### src/rtl/bingo_pkg.sv
// Shared types and constants for the bingo draw path.
package bingo_pkg;

    localparam int NUM_BALLS_DEFAULT = 75;
    localparam int BALL_CNT_W        = 7;

    typedef enum logic [2:0] {
        ST_IDLE,
        ST_SAMPLE,
        ST_CHECK,
        ST_SCAN,
        ST_PRESENT,
        ST_OVER
    } draw_state_t;

endpackage

### src/rtl/bingo_ball_map.sv
// Drawn-ball bitmap: synchronous clear/set, two combinational lookups.
module bingo_ball_map
    import bingo_pkg::*;
#(
    parameter int DATA_WIDTH = 8,
    parameter int NUM_BALLS  = NUM_BALLS_DEFAULT
) (
    input  logic                  clk,
    input  logic                  rstn,
    input  logic                  clr,
    input  logic                  set_en,
    input  logic [DATA_WIDTH-1:0] set_idx,
    input  logic [DATA_WIDTH-1:0] chk_idx,
    output logic                  chk_hit,
    input  logic [DATA_WIDTH-1:0] scan_idx,
    output logic                  scan_hit
);

    // Bit 0 is never set; ball values start at 1.
    logic [NUM_BALLS:0] bits;

    always_ff @(posedge clk) begin
        if (!rstn || clr) begin
            bits <= '0;
        end else if (set_en) begin
            for (int i = 1; i <= NUM_BALLS; i++) begin
                if (set_idx == DATA_WIDTH'(i)) bits[i] <= 1'b1;
            end
        end
    end

    // Indices beyond NUM_BALLS read as clear; the caller range-checks them.
    always_comb begin
        chk_hit  = 1'b0;
        scan_hit = 1'b0;
        for (int i = 0; i <= NUM_BALLS; i++) begin
            if (chk_idx == DATA_WIDTH'(i))  chk_hit  = bits[i];
            if (scan_idx == DATA_WIDTH'(i)) scan_hit = bits[i];
        end
    end

endmodule

### src/rtl/bingo_draw_ctrl.sv
// Draw sequencer: samples an external PRNG, rejects invalid/duplicate values,
// falls back to an ascending scan after MAX_TRIES rejects, presents via valid/ready.
module bingo_draw_ctrl
    import bingo_pkg::*;
#(
    parameter int DATA_WIDTH = 8,
    parameter int NUM_BALLS  = NUM_BALLS_DEFAULT,
    parameter int MAX_TRIES  = 16
) (
    input  logic                  clk,
    input  logic                  rstn,
    input  logic                  start,
    input  logic                  draw_req,
    output logic                  prng_en,
    input  logic [DATA_WIDTH-1:0] prng_num,
    output logic                  ball_valid,
    input  logic                  ball_ready,
    output logic [DATA_WIDTH-1:0] ball,
    output logic [BALL_CNT_W-1:0] ball_count,
    output logic                  busy,
    output logic                  game_over
);

    localparam int TRY_W = $clog2(MAX_TRIES + 1);

    draw_state_t           state, state_nxt;
    logic [TRY_W-1:0]      tries, tries_nxt;
    logic [DATA_WIDTH-1:0] idx, idx_nxt;
    logic [DATA_WIDTH-1:0] ball_nxt;
    logic                  valid_nxt;
    logic [BALL_CNT_W-1:0] count_nxt;
    logic                  map_clr, map_set;
    logic [DATA_WIDTH-1:0] set_idx;
    logic                  chk_hit, scan_hit;
    logic                  num_legal;

    bingo_ball_map #(
        .DATA_WIDTH(DATA_WIDTH),
        .NUM_BALLS (NUM_BALLS)
    ) u_map (
        .clk     (clk),
        .rstn    (rstn),
        .clr     (map_clr),
        .set_en  (map_set),
        .set_idx (set_idx),
        .chk_idx (prng_num),
        .chk_hit (chk_hit),
        .scan_idx(idx),
        .scan_hit(scan_hit)
    );

    assign num_legal = (prng_num != '0) && (prng_num <= DATA_WIDTH'(NUM_BALLS)) && !chk_hit;
    assign busy      = (state != ST_IDLE) && (state != ST_OVER);
    assign game_over = (state == ST_OVER);

    always_comb begin
        state_nxt = state;
        tries_nxt = tries;
        idx_nxt   = idx;
        ball_nxt  = ball;
        valid_nxt = ball_valid;
        count_nxt = ball_count;
        map_clr   = 1'b0;
        map_set   = 1'b0;
        set_idx   = prng_num;
        prng_en   = 1'b0;
        case (state)
            ST_IDLE: begin
                if (draw_req) begin
                    state_nxt = ST_SAMPLE;
                    tries_nxt = '0;
                end
            end
            ST_SAMPLE: begin
                prng_en   = 1'b1;
                state_nxt = ST_CHECK;
            end
            ST_CHECK: begin
                if (num_legal) begin
                    ball_nxt  = prng_num;
                    map_set   = 1'b1;
                    valid_nxt = 1'b1;
                    state_nxt = ST_PRESENT;
                end else begin
                    tries_nxt = tries + 1'b1;
                    if (tries == TRY_W'(MAX_TRIES - 1)) begin
                        idx_nxt   = DATA_WIDTH'(1);
                        state_nxt = ST_SCAN;
                    end else begin
                        state_nxt = ST_SAMPLE;
                    end
                end
            end
            ST_SCAN: begin
                if (!scan_hit) begin
                    ball_nxt  = idx;
                    set_idx   = idx;
                    map_set   = 1'b1;
                    valid_nxt = 1'b1;
                    state_nxt = ST_PRESENT;
                end else begin
                    idx_nxt = idx + 1'b1;
                end
            end
            ST_PRESENT: begin
                if (ball_ready) begin
                    valid_nxt = 1'b0;
                    count_nxt = ball_count + 1'b1;
                    state_nxt = (count_nxt == BALL_CNT_W'(NUM_BALLS)) ? ST_OVER : ST_IDLE;
                end
            end
            ST_OVER: ;
            default: state_nxt = ST_IDLE;
        endcase
        // A new game wins over everything except reset, including a same-cycle handshake.
        if (start) begin
            state_nxt = ST_IDLE;
            tries_nxt = '0;
            valid_nxt = 1'b0;
            count_nxt = '0;
            map_clr   = 1'b1;
            map_set   = 1'b0;
        end
    end

    always_ff @(posedge clk) begin
        if (!rstn) begin
            state      <= ST_IDLE;
            tries      <= '0;
            idx        <= '0;
            ball       <= '0;
            ball_valid <= 1'b0;
            ball_count <= '0;
        end else begin
            state      <= state_nxt;
            tries      <= tries_nxt;
            idx        <= idx_nxt;
            ball       <= ball_nxt;
            ball_valid <= valid_nxt;
            ball_count <= count_nxt;
        end
    end

endmodule

### config.mk
export PLATFORM = sky130hd
export DESIGN_NAME = bingo_draw_ctrl
export DESIGN_NICKNAME = d
export VERILOG_FILES = /design/src/rtl/bingo_pkg.sv /design/src/rtl/bingo_ball_map.sv /design/src/rtl/bingo_draw_ctrl.sv
export SDC_FILE = /design/constraint.sdc
export NUM_CORES = 1
export LEC_CHECK = 0
export BUFFER_PORTS_ARGS = -buffer_cell sky130_fd_sc_hd__buf_2
export CAP_MARGIN = 20
export CORE_UTILIZATION = 44
export CTS_CLUSTER_DIAMETER = 60
export DETAILED_ROUTE_END_ITERATION = 16
export GPL_TIMING_DRIVEN = 0
export PLACE_DENSITY = 0.59
export SLEW_MARGIN = 20
export SYNTH_ARGS = -nofsm -noshare
export SYNTH_HDL_FRONTEND = slang
export SYNTH_SLANG_ARGS = --single-unit
### constraint.sdc
create_clock -name clk -period 3.55 [get_ports clk]
set_input_delay 0.71 -clock clk [delete_from_list [all_inputs] [get_ports clk]]
set_output_delay 0.71 -clock clk [all_outputs]
set_load 0.05 [all_outputs]
==> results of run 1 <==
-- state kept, by name, indices dropped and copies added, names as in the netlist --
signal and cells:
state 3, ball_valid 1, u_map.bits 75, ball_count 7, ball 8, tries 5, idx 8
-- logic make-up (layout without fill, tap and decap cells) --
family,Yosys count,in the layout,share of synthesized area [%]
xor gates and xnor gates,5,5,0.610
and+or+nand+nor,318,318,23.9
adders and majority gates,8,8,1.39
DFF,107,107,29.8
muxes,46,46,6.72
AOI/OAI and AO/OA,305,305,31.4
buffers and inverters,100,170,6.15
-- cell usage in the layout, fill, tap and decap left out, types with 6 or more instances in the layout --
master	Yosys	layout
o21ai_0	54	47
buf_6	3	14
buf_4	4	31
or2_2	10	10
mux2i_1	37	19
clkbuf_16	0	10
nand3b_1	8	8
nor2b_1	18	17
a22o_1	68	68
a211oi_1	13	12
a21oi_1	47	47
clkbuf_1	41	22
nand4_1	6	6
mux2i_2	0	9
dfxtp_1	107	105
nor2_1	48	46
o22ai_1	15	15
or3_1	7	7
o21ai_1	5	9
nand3_1	31	30
nor3_1	23	22
mux2_2	6	6
buf_2	23	38
nor3b_1	11	11
nand2b_1	13	11
nand2_1	101	101
inv_1	25	23
a31oi_1	12	12
mux2i_4	0	9
o311a_1	7	7
clkbuf_2	0	13
-- Yosys cell counts, drive strengths merged, types with 4 or more instances --
cell type and count:
nor4b 6, o32ai 4, mux2 8, nor4 4, a2111oi 5, nor3b 11, nor2b 18, a221oi 5
o211ai 5, nand3 31, o22ai 16, a32oi 4, or4 5, or3 7, a31oi 12, clkbuf 41
ha 8, nand2 101, buf 33, a21oi 47, o311a 7, o31ai 6, and3 5, a41oi 5
nor4bb 4, o211a 4, nand3b 8, o221ai 4, inv 26, nand2b 13, nor3 23, nand4 6
mux2i 37, or2 11, o21ai 60, a22o 68, nor2 48, dfxtp 107, and2 7, a211oi 14
-- how the worst max path moves through the flow --
stage                                  endpoint  slack [ps]  cells after the start
floorplan           u_map.bits[29]$_SDFFE_PP0P_         140                     13
global placement    u_map.bits[75]$_SDFFE_PP0P_       -1130                     10
detailed placement   u_map.bits[3]$_SDFFE_PP0P_       -1050                     12
CTS                 u_map.bits[62]$_SDFFE_PP0P_         -20                     11
global route        u_map.bits[59]$_SDFFE_PP0P_         -40                     15
finish              u_map.bits[28]$_SDFFE_PP0P_          20                     14
-- through the flow --
| stage | area [um2] | worst slack [ps] | util, % | total power, mW |
|---|---|---|---|---|
| after floorplan | 7190 | 143 | - | 1.37 |
| after global placement | 7600 | -1130 | 47.8 | 1.45 |
| after detailed placement | 7600 | -1050 | 47.9 | 1.45 |
| after CTS | 8390 | -20.7 | 52.8 | 2.46 |
| after global routing | 8750 | -43.5 | 55.1 | 2.52 |
| final | 8750 | 22.7 | 55.1 | 2.46 |
-- per-layer routing --
metal	GRT usage [%]	vias to the layer above
met5	0	-
met4	16.2	0
met3	10.0	134
met2	55.9	544
met1	48.1	3778
li1	-	3497
-- power by group through the flow --
stage	Clock (mW)	Sequential (mW)	Combinational [mW]
finish	1.01	1.20	0.250
global route	1.06	1.20	0.260
CTS	1.02	1.20	0.232
detailed placement	0	1.23	0.222
global placement	0	1.23	0.223
floorplan	0	1.23	0.140
-- critical path: stages (launching register included) --
cell	delay (ps)
dfxtp_4	410
inv_4	60
ha_4	160
a22o_1	200
o311a_1	390
a221oi_2	220
o21ai_1	140
a31o_2	250
a2111o_1	510
o21ai_4	300
buf_12	150
buf_8	150
buf_4	130
mux2i_1	240
a22o_1	150
-- layout make-up --
cell class	instances	area, um2	area share (%)
Timing Repair Buffer	60	457	5.22
Multi-Input combinational cell	682	5040	57.6
Inverter	26	103	1.17
Clock buffer	11	253	2.89
Clock inverter	5	35.0	0.401
Sequential cell	107	2150	24.6
Buffer	68	438	5.01
Tap cell	216	270	3.09
-- repair_timing --
| action | CTS | global route |
|---|---|---|
| endpoints found under the setup margin | 95 | 94 |
| hold buffers | 0 | 0 |
| gates resized for setup | 97 | 70 |
| cloned | 1 | 2 |
| pin swaps | 7 | 21 |
| buffers inserted | 13 | 17 |
==> flow_metrics.py, run 1 <==
metrics = {
    "placed_design": {
        "dp_hpwl_mm": 22.4,
        "port_buffers": 28,
        "dpl.cell_count": 1133,
        "place_congestion": 1.01,
    },
    "power_and_ir_drop": {
        "switchingPower_uw": 672,
        "powerDensity_mw_per_mm2": 281,
        "power_frac_comb_pct": 10.2,
        "max-vdd-ir-drop_v": 0.000234,
        "p_seq_share_pct": 48.8,
        "switching_share_pct": 27.3,
        "internal_power_mw": 1.79,
        "p_clk_share_pct": 41.0,
        "p_leak_nw": 3.08,
    },
    "grt": {
        "antenna_found_initial": 0,
        "overflow": 0,
        "grt_start_max_net_pins": 18,
        "grt_pass1_vias": 7122,
        "grtUsageTotal_pct": 36.6,
        "grt_pass1_wl_mm": 44.9,
    },
    "worst_setup_path": {
        "worst-setup-path-type": "reg -> reg",
        "critPathLaunchType": "register",
        "r2r_cells": 14,
        "rrSetupSlack_ps": 20,
        "startpoint": "idx[1]$_SDFFE_PN0P_",
        "endpoint_kind": "register",
        "rr_endpoint": "u_map.bits[28]$_SDFFE_PP0P_",
        "worstPathArrival_ps": 3840,
        "required_ps": 3860,
        "crit_fanout": 7,
        "r2r_start": "idx[1]$_SDFFE_PN0P_",
    },
    "hold_path": {
        "hold_path.startpoint": "tries[4]$_SDFFE_PP0P_",
        "worstHoldPathType": "reg -> reg",
        "holdPathEnd": "tries[4]$_SDFFE_PP0P_",
        "holdPathStages": 2,
    },
    "floorplan": {
        "die-area_mm2": 0.0168,
        "die_height_um": 130,
        "coreArea_mm2": 0.0159,
        "start_util_pct": 45.2,
        "die_w_um": 130,
        "placementRows": 46,
        "io_pins": 32,
    },
    "routing": {
        "drtIter0Drc": 1090,
        "wirelength_mm": 31.3,
        "wl_met3_mm": 3.53,
        "met2_length_mm": 13.4,
        "drc": 0,
        "wire_per_inst_um": 26.6,
        "avgViaCountPerCell": 6.77,
        "ant_nets": 0,
        "wirelength_met1_mm": 12.6,
        "top_layer": "met4",
        "vias": 7953,
        "first_pass_iters": 6,
    },
    "final_layout": {
        "drive_above_1_share_pct": 22.7,
        "antennaDiodeCount": 0,
        "nets": 975,
        "final_cells": 1175,
        "area_delta_synth_final_pct": 21.7,
        "fillers": 1552,
    },
    "clock_network": {
        "clk_pin_slew_ps": 70,
        "cts_tree": "done",
        "clockRootBuffer": "clkbuf_16",
        "cts_buffers": 9,
        "cts_sinks": 107,
        "cts.htree.levels": 3,
        "cts.path.max_buffers": 2,
        "clock_latency_ps": 370,
    },
    "yosys": {
        "synth-edff-count": 0,
        "synth_area_leaders": "dfxtp_1, a22o_1, nand2_1",
        "netlist_instances": 889,
        "async_flop_share_pct": 0,
        "syn-cell-area_mm2": 0.00719,
        "yosys_most_used_dff": "dfxtp_1",
        "synth-seq-area-share_pct": 29.8,
        "syn_nets": 910,
        "yosysTopAreaCell": "dfxtp_1",
        "synth.top_cell.area_share_pct": 29.8,
        "ys_warn_count": 0,
        "yosysUniqueCellTypes": 90,
        "avgSynthCellArea_um2": 8.08,
        "ys_ff_latch": 107,
    },
    "timing": {
        "fin_skew_ps": 12.4,
        "holdWs_ps": 479,
        "fin_crit_sh_pct": 99.4,
        "worstMarginPinSlew_ps": 1090,
        "setup_tns_ps": 0,
        "fmax_ghz": 0.284,
        "finalSetupViolCount": 0,
        "hold_violations": 0,
        "max-slew-margin-rel_pct": 27.1,
        "fin_crit_ps": 3530,
        "rsz0062_at_grt": "yes",
        "drv_slew": 0,
    },
    "run": {
        "cap_violations": 0,
    },
    "outcome": {
        "status": "complete, no violations",
    },
}
(Power assumes the default switching activity.)
==> inputs of run 2 (changes only) <==
--- a/config.mk
+++ b/config.mk
@@ -7,11 +7,12 @@
 export LEC_CHECK = 0
 export BUFFER_PORTS_ARGS = -buffer_cell sky130_fd_sc_hd__buf_2
 export CAP_MARGIN = 20
-export CORE_UTILIZATION = 44
+export CORE_ASPECT_RATIO = 1.75
+export CORE_UTILIZATION = 45
 export CTS_CLUSTER_DIAMETER = 60
 export DETAILED_ROUTE_END_ITERATION = 16
 export GPL_TIMING_DRIVEN = 0
-export PLACE_DENSITY = 0.59
+export PLACE_DENSITY = 0.57
 export SLEW_MARGIN = 20
 export SYNTH_ARGS = -nofsm -noshare
 export SYNTH_HDL_FRONTEND = slang
==> constraint.sdc (replaced) <==
create_clock -name clk -period 3.3 [get_ports clk]
set_input_delay 0.66 -clock clk [delete_from_list [all_inputs] [get_ports clk]]
set_output_delay 0.66 -clock clk [all_outputs]
set_load 0.05 [all_outputs]
==> run 2 against run 1 <==
The flow now finishes with violations (setup timing). Hold slack better by 6.1 ps. Flip-flop and latch count is the same. Die area shrank 2.1%. Combinational power grew 18%. First-iteration DRC count down 27%. Routed wire length rose by 12%. Global-route usage rose by 5.6 points. Fmax rose by 2.7%. Highest routed layer unchanged. Sequential share of layout area down 1.4 points. Total power up 10%.
==> flow_metrics.py, run 2 (same netlist as run 1, synthesis figures left out) <==
metrics = {
    "outcome": {
        "status": "finished with violations",
        "violations": "setup timing",
    },
    "timing": {
        "setup_slack_ps": -135,
        "fin_crit_ps": 3430,
        "worstMarginPinSlew_ps": 755,
        "drv_slew": 0,
        "fin_skew_ps": 14.7,
        "hold_violations": 0,
        "fmax_ghz": 0.291,
        "setup_tns_ps": -7950,
        "finalSetupViolCount": 86,
        "rsz0062_at_grt": "yes",
        "holdWs_ps": 485,
        "fin_crit_sh_pct": 104,
        "max-slew-margin-rel_pct": 49.6,
    },
    "routing": {
        "vias": 8177,
        "ant_nets": 0,
        "drtIter0Drc": 791,
        "wire_per_inst_um": 30.1,
        "drc": 0,
        "avgViaCountPerCell": 7.01,
        "first_pass_iters": 8,
        "wirelength_mm": 35.1,
    },
    "hold_path": {
        "hold_path.startpoint": "tries[4]$_SDFFE_PP0P_",
        "worstHoldPathType": "reg -> reg",
    },
    "worst_setup_path": {
        "critPathLaunchType": "register",
        "max_stage_delay_ps": 440,
        "worst-setup-path-type": "reg -> reg",
        "required_ps": 3600,
        "crit_fanout": 6,
        "startpoint": "idx[1]$_SDFFE_PN0P_",
        "r2r_start": "idx[1]$_SDFFE_PN0P_",
        "worstPathArrival_ps": 3740,
        "path_cells": "inv_4 > buf_6 > ha_4 > buf_6 > o311a_4 > a221oi_4 > o21ai_2 > a31o_2 > a2111o_1 > o21ai_4 > buf_12 > buf_12 > mux2i_4 > a22o_1",
        "endpoint_kind": "register",
        "worst_path_max_delay_cell": "a2111o_1",
    },
    "grt": {
        "grtUsageTotal_pct": 42.2,
        "overflow": 0,
        "grt_start_max_net_pins": 22,
        "grt_pass1_vias": 7897,
        "grt_pass1_wl_mm": 51.2,
        "antenna_found_initial": 0,
    },
    "final_layout": {
        "fin_area_mm2": 0.00929,
        "largestRegisters": "u_map.bits: 75 flops, ball: 8 flops, idx: 8 flops",
        "layout_common_cells": "dfxtp_1, nand2_1, a22o_1",
        "fin_util_pct": 60.1,
        "top_register": "u_map.bits",
        "largest_reg_flops": 75,
        "multiInputGateArea_mm2": 0.00532,
        "antennaDiodeCount": 0,
        "area_delta_synth_final_pct": 29.3,
        "final_common_cell": "dfxtp_1",
        "nets": 997,
        "fillers": 1408,
        "layout.area.seq_mm2": 0.00215,
        "drive_above_1_share_pct": 27.0,
    },
    "clock_network": {
        "clockRootBuffer": "clkbuf_16",
        "cts.htree.levels": 3,
        "cts_sinks": 107,
        "clock_latency_ps": 360,
        "cts_tree": "done",
        "holdBufCountCts": 0,
        "cts.path.max_buffers": 2,
        "clk_pin_slew_ps": 90,
        "cts_buffers": 9,
    },
    "placed_design": {
        "place_congestion": 1.00,
        "placed_cell_area_mm2": 0.00758,
        "dp_hpwl_mm": 25.4,
        "port_buffers": 28,
        "pre_cts_slack_ps": -1640,
    },
    "run": {
        "cap_violations": 0,
    },
    "power_and_ir_drop": {
        "max-vdd-ir-drop_v": 0.000254,
        "p_leak_nw": 3.26,
        "powerDensity_mw_per_mm2": 292,
    },
    "floorplan": {
        "die-area_mm2": 0.0165,
        "die_w_um": 97.5,
        "die_height_um": 169,
        "placementRows": 60,
        "io_pins": 32,
        "start_util_pct": 46.5,
        "coreArea_mm2": 0.0155,
    },
}
-- run 2: changes by cell type in the layout (fill, tap and decap cells not counted), sizes merged --
cell and delta:
clkinvlp +1, buf +23, clkbuf -3, clkinv +1
-- run 2: routing by layer --
layer  global-route usage, %  part of all wire [%]  up-vias
met2                    73.2                    48      526
met1                    43.7                    33     3897
li1                        -                     -     3547
met4                    37.1                    12        0
met5                       0                     0        -
met3                    6.84                   7.5      207
-- run 2: final cells by class --
type	count	area share (%)
Timing Repair Buffer	85	7.61
Clock inverter	7	0.862
Sequential cell	107	23.1
Clock buffer	9	2.42
Tap cell	186	2.50
Inverter	26	1.14
Multi-Input combinational cell	682	57.2
Buffer	65	5.14
-- run 2: worst paths after layout --
path / slack [ps] / end / depth (start not counted)
worst max-delay path: -130 / u_map.bits[49]$_SDFFE_PP0P_ / 14
worst min register to register: 490 / tries[4]$_SDFFE_PP0P_ / 2
worst min-delay path: 490 / tries[4]$_SDFFE_PP0P_ / 2
worst max register to register: -130 / u_map.bits[49]$_SDFFE_PP0P_ / 14
-- run 2: timing repair --
action,in CTS,in global routing
pin swaps,28,41
resized for setup,146,108
setup endpoints to repair,100,97
buffers inserted,37,20
cloned,2,0
-- run 2: stage by stage --
stage | power, mW | cells
after floorplan | 1.48 | 889
after detailed placement | 1.57 | 1103
after global routing | 2.78 | 1167
after CTS | 2.69 | 1153
after global placement | 1.56 | 1103
final | 2.71 | 1167
-- run 2: where the power goes --
part           internal (mW)  leakage [nW]  total (mW)  switching, mW
clock                  0.542         0.146        1.12          0.581
combinational         0.0939          2.25       0.295          0.201
sequential              1.29         0.863        1.29        0.00155
-- run 2: critical path: cells and delay by family, from the launching register on --
family | cells | cell delay (ps)
AOI/OAI and AO/OA | 7 | 1850
buffers and inverters | 5 | 620
DFF | 1 | 390
muxes | 1 | 310
adders and majority gates | 1 | 190
==> inputs of run 3 (changes only) <==
--- a/config.mk
+++ b/config.mk
@@ -5,6 +5,7 @@
 export SDC_FILE = /design/constraint.sdc
 export NUM_CORES = 1
 export LEC_CHECK = 0
+export ABC_AREA = 1
 export BUFFER_PORTS_ARGS = -buffer_cell sky130_fd_sc_hd__buf_2
 export CAP_MARGIN = 20
 export CORE_ASPECT_RATIO = 1.75
@@ -12,7 +13,7 @@
 export CTS_CLUSTER_DIAMETER = 60
 export DETAILED_ROUTE_END_ITERATION = 16
 export GPL_TIMING_DRIVEN = 0
-export PLACE_DENSITY = 0.57
+export PLACE_DENSITY = 0.58
 export SLEW_MARGIN = 20
 export SYNTH_ARGS = -nofsm -noshare
 export SYNTH_HDL_FRONTEND = slang
==> run 3 against run 2 <==
The run still ends with setup timing left. Flip-flop and latch count unchanged. Register-to-register slack got worse by 4000 ps. Via count fell by 8.8%. Combinational power down 2%. Synthesized cell count is 21% higher. Critical path depth rose by 35. Count of clock-buffer cells in the layout is 1 higher. Total power up 4.6%. Setup slack got worse by 4300 ps. Core utilization grew 3.7 points. Critical path type is now in -> reg. Critical endpoint is now u_map.bits[8]$_SDFFE_PP0P_. Highest routed layer unchanged.
==> flow_metrics.py, run 3 <==
metrics = {
    "timing": {
        "finalSetupViolCount": 100,
        "fmax_ghz": 0.129,
        "fin_crit_sh_pct": 234,
        "hold_violations": 0,
        "setup_tns_ps": -428830,
        "worstMarginPinSlew_ps": 1090,
        "fin_crit_ps": 7730,
        "max-slew-margin-rel_pct": 26.6,
        "fin_skew_ps": 14.7,
        "setup_slack_ps": -4430,
        "rsz0062_at_grt": "yes",
        "drv_slew": 0,
    },
    "final_layout": {
        "nets": 1190,
        "top_register": "u_map.bits",
        "layout_common_cells": "inv_1, nand2_1, dfxtp_1",
        "fin_util_pct": 63.8,
        "final_common_cell": "inv_1",
        "largest_reg_flops": 75,
        "largestRegisters": "u_map.bits: 75 flops, ball: 8 flops, idx: 8 flops",
        "drive_above_1_share_pct": 29.6,
        "fillers": 1353,
        "antennaDiodeCount": 0,
        "area_delta_synth_final_pct": 38.6,
    },
    "routing": {
        "wire_per_inst_um": 20.1,
        "wirelength_mm": 27.2,
        "avgViaCountPerCell": 5.51,
        "vias": 7459,
        "first_pass_iters": 7,
        "drtIter0Drc": 472,
        "drc": 0,
        "ant_nets": 0,
    },
    "clock_network": {
        "clock_latency_ps": 370,
        "cts_sinks": 107,
        "clk_pin_slew_ps": 80,
        "cts.htree.levels": 3,
        "cts_tree": "done",
        "cts_buffers": 9,
        "holdBufCountCts": 0,
        "clockRootBuffer": "clkbuf_16",
        "cts.path.max_buffers": 2,
    },
    "placed_design": {
        "port_buffers": 31,
        "dp_hpwl_mm": 20.1,
        "place_congestion": 0.997,
    },
    "worst_setup_path": {
        "crit_fanout": 5,
        "r2r_start": "idx[6]$_SDFFE_PN0P_",
        "startpoint": "prng_num[1]",
        "crit_end": "u_map.bits[8]$_SDFFE_PP0P_",
        "worst_path_max_delay_cell": "nor2_4",
        "worstPathArrival_ps": 8010,
        "critPathLaunchType": "input port",
        "path_delay_family": "simple AND/OR/NAND/NOR gates",
        "rr_endpoint": "u_map.bits[8]$_SDFFE_PP0P_",
        "critical_path_buf_inv_count": 5,
        "r2r_cells": 71,
        "required_ps": 3580,
        "worst-setup-path-type": "in -> reg",
        "cp.depth": 49,
        "endpoint_kind": "register",
        "rrSetupSlack_ps": -4140,
        "max_stage_delay_ps": 300,
        "crit_path_frequent_cell": "nand4_1",
    },
    "yosys": {
        "ys_warn_count": 0,
        "synth.top_cell.area_share_pct": 32.4,
        "syn-cell-area_mm2": 0.00662,
        "yosysUniqueCellTypes": 44,
        "syn_nets": 1094,
        "yosys-top-cells-count": "nand2_1, inv_1, nor2_1",
        "synth-seq-area-share_pct": 32.4,
        "netlist_instances": 1073,
        "synth_area_leaders": "dfxtp_1, nand2_1, inv_1",
        "yosys_most_used_dff": "dfxtp_1",
        "avgSynthCellArea_um2": 6.17,
        "async_flop_share_pct": 0,
        "ys_ff_latch": 107,
        "synth_most_common_cell": "nand2_1",
        "yosysTopAreaCell": "dfxtp_1",
        "synth-edff-count": 0,
    },
    "power_and_ir_drop": {
        "powerDensity_mw_per_mm2": 309,
        "total_power_mw": 2.84,
        "p_leak_nw": 3.43,
        "max-vdd-ir-drop_v": 0.000359,
    },
    "outcome": {
        "violations": "setup timing",
        "status": "finished with violations",
    },
    "run": {
        "cap_violations": 0,
    },
    "grt": {
        "grt_pass1_vias": 6798,
        "antenna_found_initial": 0,
        "grtUsageTotal_pct": 35.3,
        "grt_pass1_wl_mm": 38.9,
        "overflow": 0,
        "grt_start_max_net_pins": 19,
    },
    "floorplan": {
        "die_w_um": 93.7,
        "start_util_pct": 46.0,
        "placementRows": 58,
        "die_height_um": 162,
        "coreArea_mm2": 0.0144,
        "die-area_mm2": 0.0152,
        "io_pins": 32,
    },
    "hold_path": {
        "worstHoldPathType": "reg -> reg",
    },
}
==> run 3: changes by cell type after synthesis, sizes merged, moves of 25 or more <==
cell	previous run	this run
a22o	68	0
clkbuf	41	15
nand3	31	108
o21ai	60	33
buf	33	8
inv	26	215
a21oi	47	101
mux2i	37	0
nor2	48	137
nand2	101	236
==> run 3: worst min path at each step <==
stage,startpoint,depth (start not counted),slack (ps),end
floorplan,tries[4]$_SDFFE_PP0P_,2,440,tries[4]$_SDFFE_PP0P_
global placement,u_map.bits[64]$_SDFFE_PP0P_,2,450,u_map.bits[64]$_SDFFE_PP0P_
detailed placement,ball[7]$_SDFFE_PN0P_,2,450,ball[7]$_SDFFE_PN0P_
CTS,ball[7]$_SDFFE_PN0P_,2,470,ball[7]$_SDFFE_PN0P_
global route,u_map.bits[72]$_SDFFE_PP0P_,2,490,u_map.bits[72]$_SDFFE_PP0P_
finish,ball[7]$_SDFFE_PN0P_,2,470,ball[7]$_SDFFE_PN0P_
==> run 3: logic make-up after synthesis <==
logic type               count (synthesis)  share of synthesized area, %
AO/OA/AOI/OAI                          167                          14.3
XOR/XNOR                                 5                         0.662
adder cells (fa/ha/maj)                  8                          1.51
buffers and inverters                  241                          14.2
flip-flops                             107                          32.4
AND/OR/NAND/NOR                        545                          37.0
==> run 3: layout make-up <==
type / count / area [um2] / share of cell area [%]
tap: 180 / 225 / 2.46
sequential: 107 / 2150 / 23.5
clock buffer: 10 / 239 / 2.61
inverter: 218 / 868 / 9.47
timing repair buffer: 85 / 828 / 9.03
clock inverter: 6 / 96.3 / 1.05
buffer: 23 / 175 / 1.91
multi-input combinational: 725 / 4590 / 50.0
==> run 3: layer usage <==
| layer | share of wire, % | routed length, um | GRT usage [%] | vias up |
|---|---|---|---|---|
| met2 | 50 | 13600 | 60.6 | 269 |
| met3 | 4.6 | 1250 | 5.32 | 100 |
| li1 | - | - | - | 3618 |
| met5 | 0 | 0 | 0 | - |
| met4 | 9.9 | 2680 | 31.6 | 0 |
| met1 | 36 | 9650 | 36.6 | 3472 |
==> run 3: metrics by stage <==
stage	std cells	hold WS (ps)	cell area [um2]	setup WS [ps]
after floorplan	1073	435	6810	-2590
after global placement	1284	452	7190	-5290
after detailed placement	1284	452	7190	-5230
after CTS	1323	467	8120	-4470
after global routing	1354	486	9170	-4850
final	1354	466	9170	-4430
==> run 3: report_power, final <==
part           total [mW]  switching, mW  internal, mW
Combinational       0.288          0.205        0.0833
Clock                1.25          0.551         0.698
Sequential           1.30        0.00472          1.29
==> run 3: what timing repair did <==
| action | CTS | global route |
|---|---|---|
| setup endpoints to repair | 100 | 100 |
| pin swaps | 33 | 78 |
| setup buffers | 23 | 28 |
| gates cloned | 0 | 4 |
| resized for setup | 89 | 177 |
==> run 3: tightest hold or removal path: cells and delay by family (launching register included) <==
family,cells,cell delay [ps]
AO/OA/AOI/OAI,1,50
flip-flops,1,310
AND/OR/NAND/NOR,1,60
